**config.mk**
```make
export PLATFORM = sky130hd
export DESIGN_NAME = cpu_run_sequencer
export DESIGN_NICKNAME = d
export VERILOG_FILES = /design/src/rtl/cpu_run_sequencer.sv
export SDC_FILE = /design/constraint.sdc
export NUM_CORES = 1
export LEC_CHECK = 0
export ABC_AREA = 1
export BUFFER_PORTS_ARGS = -buffer_cell sky130_fd_sc_hd__buf_4
export CORE_UTILIZATION = 50
export DETAILED_ROUTE_END_ITERATION = 10
export GPL_TIMING_DRIVEN = 0
export PLACE_DENSITY = 0.82
export SYNTH_ARGS = -nofsm -noshare
export SYNTH_HDL_FRONTEND = slang
export SYNTH_SLANG_ARGS = --single-unit
```
**constraint.sdc**
```tcl
create_clock -name clk -period 2 [get_ports clk]
set_input_delay 0 -clock clk [delete_from_list [all_inputs] [get_ports clk]]
set_output_delay 0 -clock clk [all_outputs]
set_load 0.05 [all_outputs]
```
**src/rtl/cpu_run_sequencer.sv**
```systemverilog
// cpu_run_sequencer
//   Multi-cycle run controller around the single-cycle core. It performs the
//   start/ack handshake, picks one of three program entry addresses, gates PC
//   advance and architectural writes, stretches LOADs for a slow data memory,
//   detects HALT and counts the cycles spent executing.
//
//   Optional feature: define CPU_SEQ_WATCHDOG_EN to end a run that reaches
//   WDOG_LIMIT cycles. The run then ends with timeout=1. Without the macro,
//   timeout is tied to 0 and cycle_count simply saturates.
//
// Ports
//   clk          clock, all state on the rising edge
//   reset        synchronous, active-high reset
//   start        run request (level)
//   prog_sel     program select, sampled with start (3 selects program 0)
//   halt         HALT decode of the current instruction
//   mem_read     LOAD decode of the current instruction
//   pc_load      fetch unit loads start_addr this cycle (registered)
//   start_addr   entry address for pc_load (registered)
//   pc_en        fetch unit may advance this edge (combinational)
//   wr_en        qualifies register-file / data-memory writes (combinational)
//   busy         program in progress (registered)
//   ack          program finished (registered)
//   timeout      run ended by the watchdog (registered)
//   cycle_count  cycles of the last or current run (registered, saturating)
module cpu_run_sequencer #(
  parameter int PC_W        = 10,
  parameter int CNT_W       = 16,
  parameter int MEM_LAT     = 1,
  parameter int START_ADDR0 = 0,
  parameter int START_ADDR1 = 256,
  parameter int START_ADDR2 = 512,
  parameter int WDOG_LIMIT  = 4095
) (
  input  logic             clk,
  input  logic             reset,
  input  logic             start,
  input  logic [1:0]       prog_sel,
  input  logic             halt,
  input  logic             mem_read,
  output logic             pc_load,
  output logic [PC_W-1:0]  start_addr,
  output logic             pc_en,
  output logic             wr_en,
  output logic             busy,
  output logic             ack,
  output logic             timeout,
  output logic [CNT_W-1:0] cycle_count
);

  typedef enum logic [2:0] {
    S_IDLE,
    S_INIT,
    S_RUN,
    S_STALL,
    S_DONE
  } state_t;

  // A LOAD only enters STALL when the memory needs extra cycles.
  localparam bit LOAD_STALLS = (MEM_LAT > 0);
  localparam int WAIT_W      = (MEM_LAT > 1) ? $clog2(MEM_LAT) : 1;
  // The RUN cycle that decodes the LOAD is the first of its 1+MEM_LAT cycles,
  // so STALL waits MEM_LAT-1 cycles before the commit cycle.
  localparam logic [WAIT_W-1:0] WAIT_INIT =
    (MEM_LAT > 0) ? WAIT_W'(MEM_LAT - 1) : '0;

  state_t            state;
  logic [WAIT_W-1:0] wait_cnt;
  logic              running;
  logic              wdog_hit;
  logic [CNT_W-1:0]  cnt_inc;

  assign running = (state == S_RUN) || (state == S_STALL);
  assign cnt_inc = (&cycle_count) ? cycle_count : cycle_count + CNT_W'(1);

  function automatic logic [PC_W-1:0] entry_addr(input logic [1:0] sel);
    case (sel)
      2'd1:    return PC_W'(START_ADDR1);
      2'd2:    return PC_W'(START_ADDR2);
      default: return PC_W'(START_ADDR0);
    endcase
  endfunction

`ifdef CPU_SEQ_WATCHDOG_EN
  assign wdog_hit = running && (cycle_count == CNT_W'(WDOG_LIMIT));

  always_ff @(posedge clk) begin
    if (reset)
      timeout <= 1'b0;
    else if (state == S_INIT)
      timeout <= 1'b0;
    else if (wdog_hit)
      timeout <= 1'b1;
  end
`else
  logic wdog_unused;
  assign wdog_unused = ^WDOG_LIMIT;
  assign wdog_hit    = 1'b0;
  assign timeout     = 1'b0;
`endif

  // PC advance and write qualification follow the current instruction in the
  // same cycle; reset overrides everything.
  // NOTE: every output of a combinational block gets a default first, so no
  // path leaves it unassigned and no latch is inferred.
  always_comb begin
    pc_en = 1'b0;
    if (!reset && !wdog_hit) begin
      case (state)
        S_RUN:   pc_en = !halt && !(mem_read && LOAD_STALLS);
        S_STALL: pc_en = (wait_cnt == '0);
        default: pc_en = 1'b0;
      endcase
    end
    wr_en = pc_en;
  end

  // NOTE: sequential state uses non-blocking assignments only, so every
  // register samples pre-edge values regardless of statement order.
  always_ff @(posedge clk) begin
    if (reset) begin
      state       <= S_IDLE;
      wait_cnt    <= '0;
      pc_load     <= 1'b0;
      start_addr  <= '0;
      busy        <= 1'b0;
      ack         <= 1'b0;
      cycle_count <= '0;
    end else begin
      pc_load <= 1'b0;
      case (state)
        S_IDLE: begin
          if (start) begin
            state      <= S_INIT;
            start_addr <= entry_addr(prog_sel);
            pc_load    <= 1'b1;
            busy       <= 1'b1;
          end
        end
        S_INIT: begin
          state       <= S_RUN;
          cycle_count <= '0;
        end
        S_RUN: begin
          if (wdog_hit) begin
            // Count is left at the limit so it reads WDOG_LIMIT in DONE.
            state <= S_DONE;
            busy  <= 1'b0;
            ack   <= 1'b1;
          end else begin
            cycle_count <= cnt_inc;
            if (halt) begin
              state <= S_DONE;
              busy  <= 1'b0;
              ack   <= 1'b1;
            end else if (mem_read && LOAD_STALLS) begin
              state    <= S_STALL;
              wait_cnt <= WAIT_INIT;
            end
          end
        end
        S_STALL: begin
          if (wdog_hit) begin
            state <= S_DONE;
            busy  <= 1'b0;
            ack   <= 1'b1;
          end else begin
            cycle_count <= cnt_inc;
            if (wait_cnt == '0)
              state <= S_RUN;
            else
              wait_cnt <= wait_cnt - WAIT_W'(1);
          end
        end
        S_DONE: begin
          // A new run needs start to drop first.
          if (!start) begin
            state <= S_IDLE;
            ack   <= 1'b0;
          end
        end
        default: state <= S_IDLE;
      endcase
    end
  end

endmodule

```
==> results of run 1 <==
==> per-stage QoR <==
stage | worst slack (ps) | utilization [%] | instance area, µm² | instances | power [mW]
floorplan | 60.56 | - | 1498 | 233 | 0.8698
global placement | 255.3 | 63.34 | 1747 | 292 | 0.9687
detailed placement | 260.8 | 63.34 | 1747 | 292 | 0.9731
CTS | 41.22 | 65.61 | 1809 | 299 | 1.193
global route | 42.49 | 65.97 | 1819 | 300 | 1.259
finish | 176.6 | 65.97 | 1819 | 300 | 1.203
==> layout make-up <==
type                       count  share of cell area, %
multi-input combinational    170                  45.46
sequential                    24                  26.41
timing repair buffer          33                  14.17
buffer                        15                  5.640
inverter                      24                  4.952
tap                           31                  2.132
clock buffer                   3                  1.238
==> critical path, stage by stage, from the launching register on <==
cell     delay, ps
dfxtp_1        330
inv_1           80
nor2_4         120
nand2_1         60
nor2_1         120
inv_1           60
or2_2          290
a21oi_2        140
buf_4          120
buf_4          180
==> power groups by stage <==
stage          combinational [mW]  sequential (mW)  clock, mW
4_1_cts                     0.425            0.545      0.223
5_1_grt                     0.469            0.550      0.240
3_3_place_gp                0.415            0.554          0
2_1_floorplan               0.234            0.636          0
6_report                    0.434            0.545      0.224
3_5_place_dp                0.419            0.555          0
==> cells in the mapped netlist, types with 2 or more instances <==
| cell | number | share of area, % |
|---|---|---|
| nand2_1 | 56 | 14 |
| nand3_1 | 33 | 11 |
| nor2_1 | 26 | 6.7 |
| dfxtp_1 | 24 | 33 |
| inv_1 | 23 | 5.9 |
| a21oi_1 | 15 | 5.1 |
| buf_4 | 10 | 5.1 |
| nand4_1 | 5 | 2.1 |
| o21ai_0 | 5 | 1.7 |
| o21bai_1 | 4 | 2.1 |
| or2_2 | 4 | 1.7 |
| clkbuf_1 | 3 | 0.77 |
| nor2_4 | 3 | 2.3 |
| nand2_4 | 2 | 1.5 |
==> worst paths after layout <==
path                   from  cells past startpoint             end
min reg2reg   start_addr[9]                      2   start_addr[9]
max                state[1]                      9           wr_en
max reg2reg  cycle_count[0]                      9  cycle_count[9]
min             prog_sel[0]                      4   start_addr[8]
==> registers in the layout, summed over array words and instances (netlist names) <==
register and count:
busy 1, ack 1, cycle_count 16, start_addr 2
state 3, pc_load 1
==> layer usage <==
metal / wire [µm] / up-vias / GRT usage, %
met2: 1689 / 53 / 40.31
li1: - / 795 / -
met4: 60 / 0 / 8.362
met3: 196 / 9 / 2.791
met5: 0 / - / 0
met1: 1474 / 690 / 26.88
==> kinds of logic after synthesis <==
group / synth area share, %
flops: 32.82
compound gates: 11.20
buf+inv: 13.16
other cells: 0.2562
fa+ha+maj: 0.8546
simple gates: 41.71
==> repair_timing <==
item | 4_1_cts | 5_1_grt
resized for setup | 0 | 1
hold buffers | 4 | 0
endpoints found under the setup margin | 0 | 3
setup buffers | 0 | 1
hold endpoints to repair | 5 | 0
==> run metrics, run 1 <==
number of port buffers 28; commonest cells after routing, fill and taps aside 56 x nand2_1, 39 x buf_4, 33 x nand3_1; area of the die 0.003148 mm²; DR vias 1547; Nets 279; Top Ports 39; RSZ-0062 raised after global routing no; Max-cap violations 0; Yosys reg bits 24; most common cell after layout, fill and taps aside nand2_1; CP Launch Type register; ANT nets after route 0; Max H-tree Level 1; Area Growth Syn to Fin 24.27%; yosys warns 0; Filler Cells Inserted 258; share of cells above drive strength 1 21.56%; CTS Buffer Depth 2; P_sw 488.9 µW; Die Height 56.11 µm; Tmin final 1823 ps; final hold slack 47.05 ps; row cnt 19; Synth Area per Inst 6.506 µm²; EDFF count, synth 0; CTS sink count 24; Setup Crit Path Kind register to primary output; ys flop type dfxtp_1; Tcrit/Tclk final 91.17%; switch share 40.66%; Fmax 0.5484 GHz; Seq pwr share 45.3%; die width 56.11 µm; total grt overflow 0; Distinct cells, synth 26; Worst Path Required 2000 ps; fin. max-slew vios 0; status completed; multi-input logic area 827.0 µm²; worst vdd ir 530.3 µV; critical path arrival 1820 ps; Post-Syn Area 0.001464 mm²; CP endpoint kind primary output; GR Util All Layers 22.36%; Worst-path clk slew 140 ps; register area 480.5 µm²; Core Region 0.002758 mm²; largest net degree at the start of global routing 13; dpl hpwl 2.516 mm; initial antenna violation count 0; global-route wire length before repair 5.658 mm; TritonCTS buffer count 3; total power per unit cell area 661.0 mW/mm²; drt initial violations 56; Int Pwr 713.6 µW; Clk network pwr share 18.6%; Antenna Cells 0; Seq/Total Area, Yosys 32.82%; FFs w/ async S/R, synth 0%; Crit Path Max Fanout 3; WL per Instance 11.40 µm; worst skew pair latency 320 ps; Setup TNS 0 ps; initial core utilization 53.09%; Worst Skew 8.128 ps; Post-Syn Instances 225; combinational share of power 36.1%; Fin. Hold Viols 0; vias in the first global route 1342; # setup viols final 0; drc violations 0; DR pass1 iterations 5; CTS tree yes; Hold Crit Class input pin to register; final WL 3.421 mm; Leak 0.7863 nW; Vias/cell 5.157; FF-to-FF setup slack 190 ps; global placement routability congestion 0.8273; root buf cell clkbuf_4
(Power assumes the default switching activity.)
==> run 2: changes to the inputs <==
Settings changed: CAP_MARGIN from default to 20, PLACE_DENSITY 0.82 to default, PLACE_DENSITY_LB_ADDON from default to 0.1.
==> run metrics, run 2 (same netlist as run 1, synthesis figures left out) <==
most common cell after layout, fill and taps aside nand2_1; root buf cell clkbuf_4; Max-slew headroom 66.54%; Max-cap violations 0 (unchanged); Top Ports 39 (unchanged); global placement routability congestion 0.8924 (+7.9%); Core Region 0.002758 mm² (unchanged); Top reg by flops cycle_count; Fin. Hold Viols 0 (unchanged); status completed; WP buf/inv 0 (-4); worst skew pair latency 320 ps (about the same); CP cell instances ha_1 -> nand2_2 -> nor2_4 -> nand2_4 -> o21ai_4 -> nand2_4 -> nor2_1 -> nand2_1 -> nand2_1; max FFs per register 16 (unchanged); Leak 0.8063 nW (+2.5%); drt initial violations 44 (-21%); Die Height 56.11 µm (unchanged); CP Launch Type register; CP delay by family, top simple AND/OR/NAND/NOR gates; Worst Skew 1.877 ps (-6.252 ps); CTS sink count 24 (unchanged); CTS tree yes; largest net degree at the start of global routing 14 (+1); Worst-path clk slew 140 ps (about the same); Nets 281 (+0.72%); row cnt 19 (unchanged); Setup TNS 0 ps (unchanged); Area Growth Syn to Fin 26.50%; number of port buffers 28 (unchanged); drc violations 0 (unchanged); vias in the first global route 1418 (+5.7%); Tmin final 1855 ps (+31.65 ps); commonest cells after routing, fill and taps aside 56 x nand2_1, 40 x buf_4, 33 x nand3_1; CTS Buffer Depth 2 (unchanged); DR pass1 iterations 4 (-1); CP endpoint kind register; dpl hpwl 2.468 mm (-1.9%); Worst-Margin Slew 501.8 ps; initial antenna violation count 0 (unchanged); Tcrit/Tclk final 92.75% (+1.6 points); critical path arrival 2140 ps (+320 ps); Util after Layout 67.15% (+1.2 points); Crit Path Max Fanout 10 (+7); global-route wire length before repair 5.982 mm (+5.7%); WL per Instance 11.34 µm (-0.56%); Vias/cell 5.102 (-1.1%); area of the die 0.003148 mm² (unchanged); Post-Place Setup Slack 219.9 ps (-40.94 ps); total power per unit cell area 675.9 mW/mm² (+2.2%); final hold slack 44.59 ps (-2.457 ps); fin. max-slew vios 0 (unchanged); TritonCTS buffer count 3 (unchanged); CP max-delay cell dfxtp_1; worst vdd ir 480.3 µV (-9.4%); die width 56.11 µm (unchanged); total grt overflow 0 (unchanged); Setup Crit Path Kind register to register; DR vias 1546 (-0.065%); Critical Path Max Stage Delay 430 ps (+100 ps); final WL 3.436 mm (+0.44%); Hold Crit Class input pin to register; # setup viols final 0 (unchanged); share of cells above drive strength 1 22.43% (+0.87 points); ANT nets after route 0 (unchanged); GR Util All Layers 23.66% (+1.3 points); initial core utilization 53.09% (unchanged); Max H-tree Level 1 (unchanged); Antenna Cells 0 (unchanged); Fmax 0.5391 GHz (-1.7%); final critical-path setup slack 145.0 ps (-31.65 ps); RSZ-0062 raised after global routing no; Worst Path Required 2280 ps (+280 ps); Top Registers cycle_count: 16 flops, state: 3 flops, start_addr: 2 flops
-- run 2: cell types whose count changed in the layout (fill, tap and decap cells not counted) --
cell	before	now
buf_4	39	40
clkbuf_1	3	2
clkbuf_2	0	1
clkbuf_8	0	1
dlygate4sd3_1	4	5
-- run 2: cell type report --
cell class	instances	area, µm²
buffer	15	103.9
sequential	24	480.5
clock buffer	4	36.28
tap	31	38.79
timing repair buffer	35	275.3
multi-input combinational	170	827.0
inverter	24	90.09
fill	265	905.9
-- run 2: timing repair --
item / in CTS / in global routing
buffers inserted: 0 / 2
resized for setup: 0 / 3
hold endpoints to repair: 5 / 0
hold buffers: 5 / 0
endpoints found under the setup margin: 0 / 3
-- run 2: power breakdown --
part / leakage (nW) / switching [mW] / internal, mW
registers: 0.195 / 0.0326 / 0.512
clock network: 0.0210 / 0.157 / 0.111
logic: 0.590 / 0.302 / 0.136
total: 0.806 / 0.492 / 0.759
-- run 2: final timing paths --
check                                    start        endpoint  slack [ps]  cells after the start
worst max register to register  cycle_count[0]  cycle_count[9]         140                      9
worst min-delay path                     reset  cycle_count[4]          40                      2
worst min register to register   start_addr[9]   start_addr[9]         480                      2
worst max-delay path            cycle_count[0]  cycle_count[9]         140                      9
-- run 2: metal layers --
metal / routed length [µm] / global-route usage [%]
met5: 0 / 0
met3: 161 / 3.023
met1: 1563 / 29.90
met4: 51 / 8.711
met2: 1659 / 40.99
-- run 2: stage by stage --
step	area, µm²	power [mW]	instances
after detailed placement	1747	0.9715	292
after global placement	1747	0.9693	292
final	1852	1.252	303
after global routing	1852	1.328	303
after CTS	1833	1.248	301
after floorplan	1498	0.8698	233
==> run 3: changes to the inputs <==
Settings changed: CORE_ASPECT_RATIO from default to 0.5, PLACE_DENSITY from default to 0.82, PLACE_DENSITY_LB_ADDON 0.1 to default.
==> run metrics, run 3 (same netlist as run 1, synthesis figures left out) <==
largest net degree at the start of global routing 15 (+1); FF-to-FF setup slack 160 ps (+20 ps); RSZ-0062 raised after global routing no; Max-cap violations 0 (unchanged); commonest cells after routing, fill and taps aside 56 x nand2_1, 39 x buf_4, 33 x nand3_1; Top Ports 39 (unchanged); Fin. Hold Viols 0 (unchanged); Nets 277 (-1.4%); WL per Instance 11.16 µm (-1.6%); status completed; Worst-path clk slew 90 ps (-50 ps); row cnt 13 (-6); Fmax 0.5439 GHz (+0.89%); initial core utilization 54.55% (+1.5 points); Setup TNS 0 ps (unchanged); worst skew pair latency 270 ps (-50 ps); # setup viols final 0 (unchanged); hold path cells 3 (+1); fin. max-slew vios 0 (unchanged); root buf cell clkbuf_8; Crit Path Max Fanout 5 (-5); drt initial violations 60 (+36%); initial antenna violation count 0 (unchanged); CP endpoint kind register; number of port buffers 28 (unchanged); total power per unit cell area 764.6 mW/mm² (+13%); worst vdd ir 519.4 µV (+8.1%); reg2reg end start_addr[9]; ANT nets after route 0 (unchanged); most common cell after layout, fill and taps aside nand2_1; dpl hpwl 2.466 mm (about the same); Filler Cells Inserted 255 (-3.8%); GR Util All Layers 22.40% (-1.3 points); critical path arrival 2050 ps (-90 ps); Area Growth Syn to Fin 26.67%; Hold Path Origin start; Vias/cell 5.003 (-1.9%); global placement routability congestion 0.9023 (+1.1%); CTS tree yes; Worst R2R Start state[0]; area of the die 0.003161 mm² (+0.41%); cell area after layout 0.001854 mm² (+0.14%); Core Region 0.002684 mm² (-2.7%); drc violations 0 (unchanged); DR vias 1526 (-1.3%); Hold Crit Class input pin to register; Leak 0.8031 nW (-0.39%); max FFs per register 16 (unchanged); Area after DPL 0.001754 mm² (+0.43%); Die Height 40.26 µm (-28%); Worst Path Required 2210 ps (-70 ps); Top reg by flops cycle_count; Top Registers cycle_count: 16 flops, state: 3 flops, start_addr: 2 flops; Min-Delay Endpoint state[2]; Reg2Reg Depth 8 (-1); die width 78.52 µm (+40%); Antenna Cells 0 (unchanged); Worst Skew 1.951 ps (+0.07472 ps); CTS Buffer Depth 2 (unchanged); global-route wire length before repair 5.264 mm (-12%); TritonCTS buffer count 3 (unchanged); Tmin final 1839 ps (-16.39 ps); Setup Crit Path Kind register to register; final WL 3.404 mm (-0.93%); Tcrit/Tclk final 91.93% (-0.82 points); total grt overflow 0 (unchanged); CTS sink count 24 (unchanged); DR pass1 iterations 4 (unchanged); Max H-tree Level 1 (unchanged); share of cells above drive strength 1 22.01% (-0.41 points); CP Launch Type register; vias in the first global route 1194 (-16%)
## run 3: per-layer routing
layer / routed length, µm / track usage (%) / up-vias
met2: 1516 / 39.78 / 39
met5: 0 / 0 / -
met4: 0 / 3.241 / 0
met3: 159 / 5.227 / 0
li1: - / - / 792
met1: 1729 / 29.23 / 695
## run 3: worst max-delay path by stage
| stage | from | end | slack [ps] |
|---|---|---|---|
| finish | state[0] | start_addr[9] | 160 |
| global route | state[0] | start_addr[9] | 5 |
| CTS | state[1] | wr_en | 60 |
| detailed placement | cycle_count[0] | cycle_count[1] | 230 |
| global placement | cycle_count[0] | cycle_count[9] | 250 |
| floorplan | cycle_count[1] | cycle_count[7] | 60 |
## run 3: worst max-delay path, stage by stage (launching register included)
cell           delay (ps)
dfxtp_1               330
inv_1                 120
nand2_1                80
nor2_1                130
inv_1                  70
nor2_1                230
nand3_1               110
dlygate4sd3_1         580
a21oi_1               110
## run 3: repair_timing
item / in CTS / in global routing
resized for setup: 0 / 2
setup buffers: 0 / 1
hold buffers: 2 / 0
endpoints found under the hold margin: 1 / 0
endpoints found under the setup margin: 0 / 1
## run 3: power breakdown
group          total, mW  internal (mW)  switching, mW
registers          0.542          0.511         0.0307
clock network      0.441          0.268          0.173
logic              0.434          0.129          0.306
total               1.42          0.908          0.510
## run 3: final cells by class
class	instances	area, µm²	area share [%]
multi-input cells	170	824.5	44.47
inverters	24	90.09	4.858
repair buffers	31	237.7	12.82
plain buffers	15	103.9	5.601
clock buffers	3	41.29	2.227
clock inverters	1	30.03	1.619
well taps	37	46.29	2.497
flip-flops and latches	24	480.5	25.91
## run 3: per-stage QoR
step / worst slack, ps / power (mW) / utilization [%] / std cells / hold slack [ps]
floorplan: 60.56 / 0.8698 / - / 233 / 158.5
finish: 161.4 / 1.418 / 69.09 / 305 / 3.197
global route: 5.297 / 1.474 / 69.09 / 305 / 3.435
global placement: 251.9 / 0.9656 / 65.36 / 298 / 285.0
detailed placement: 234.6 / 0.9717 / 65.36 / 298 / 291.8
CTS: 56.30 / 1.410 / 68.76 / 304 / 0.3393
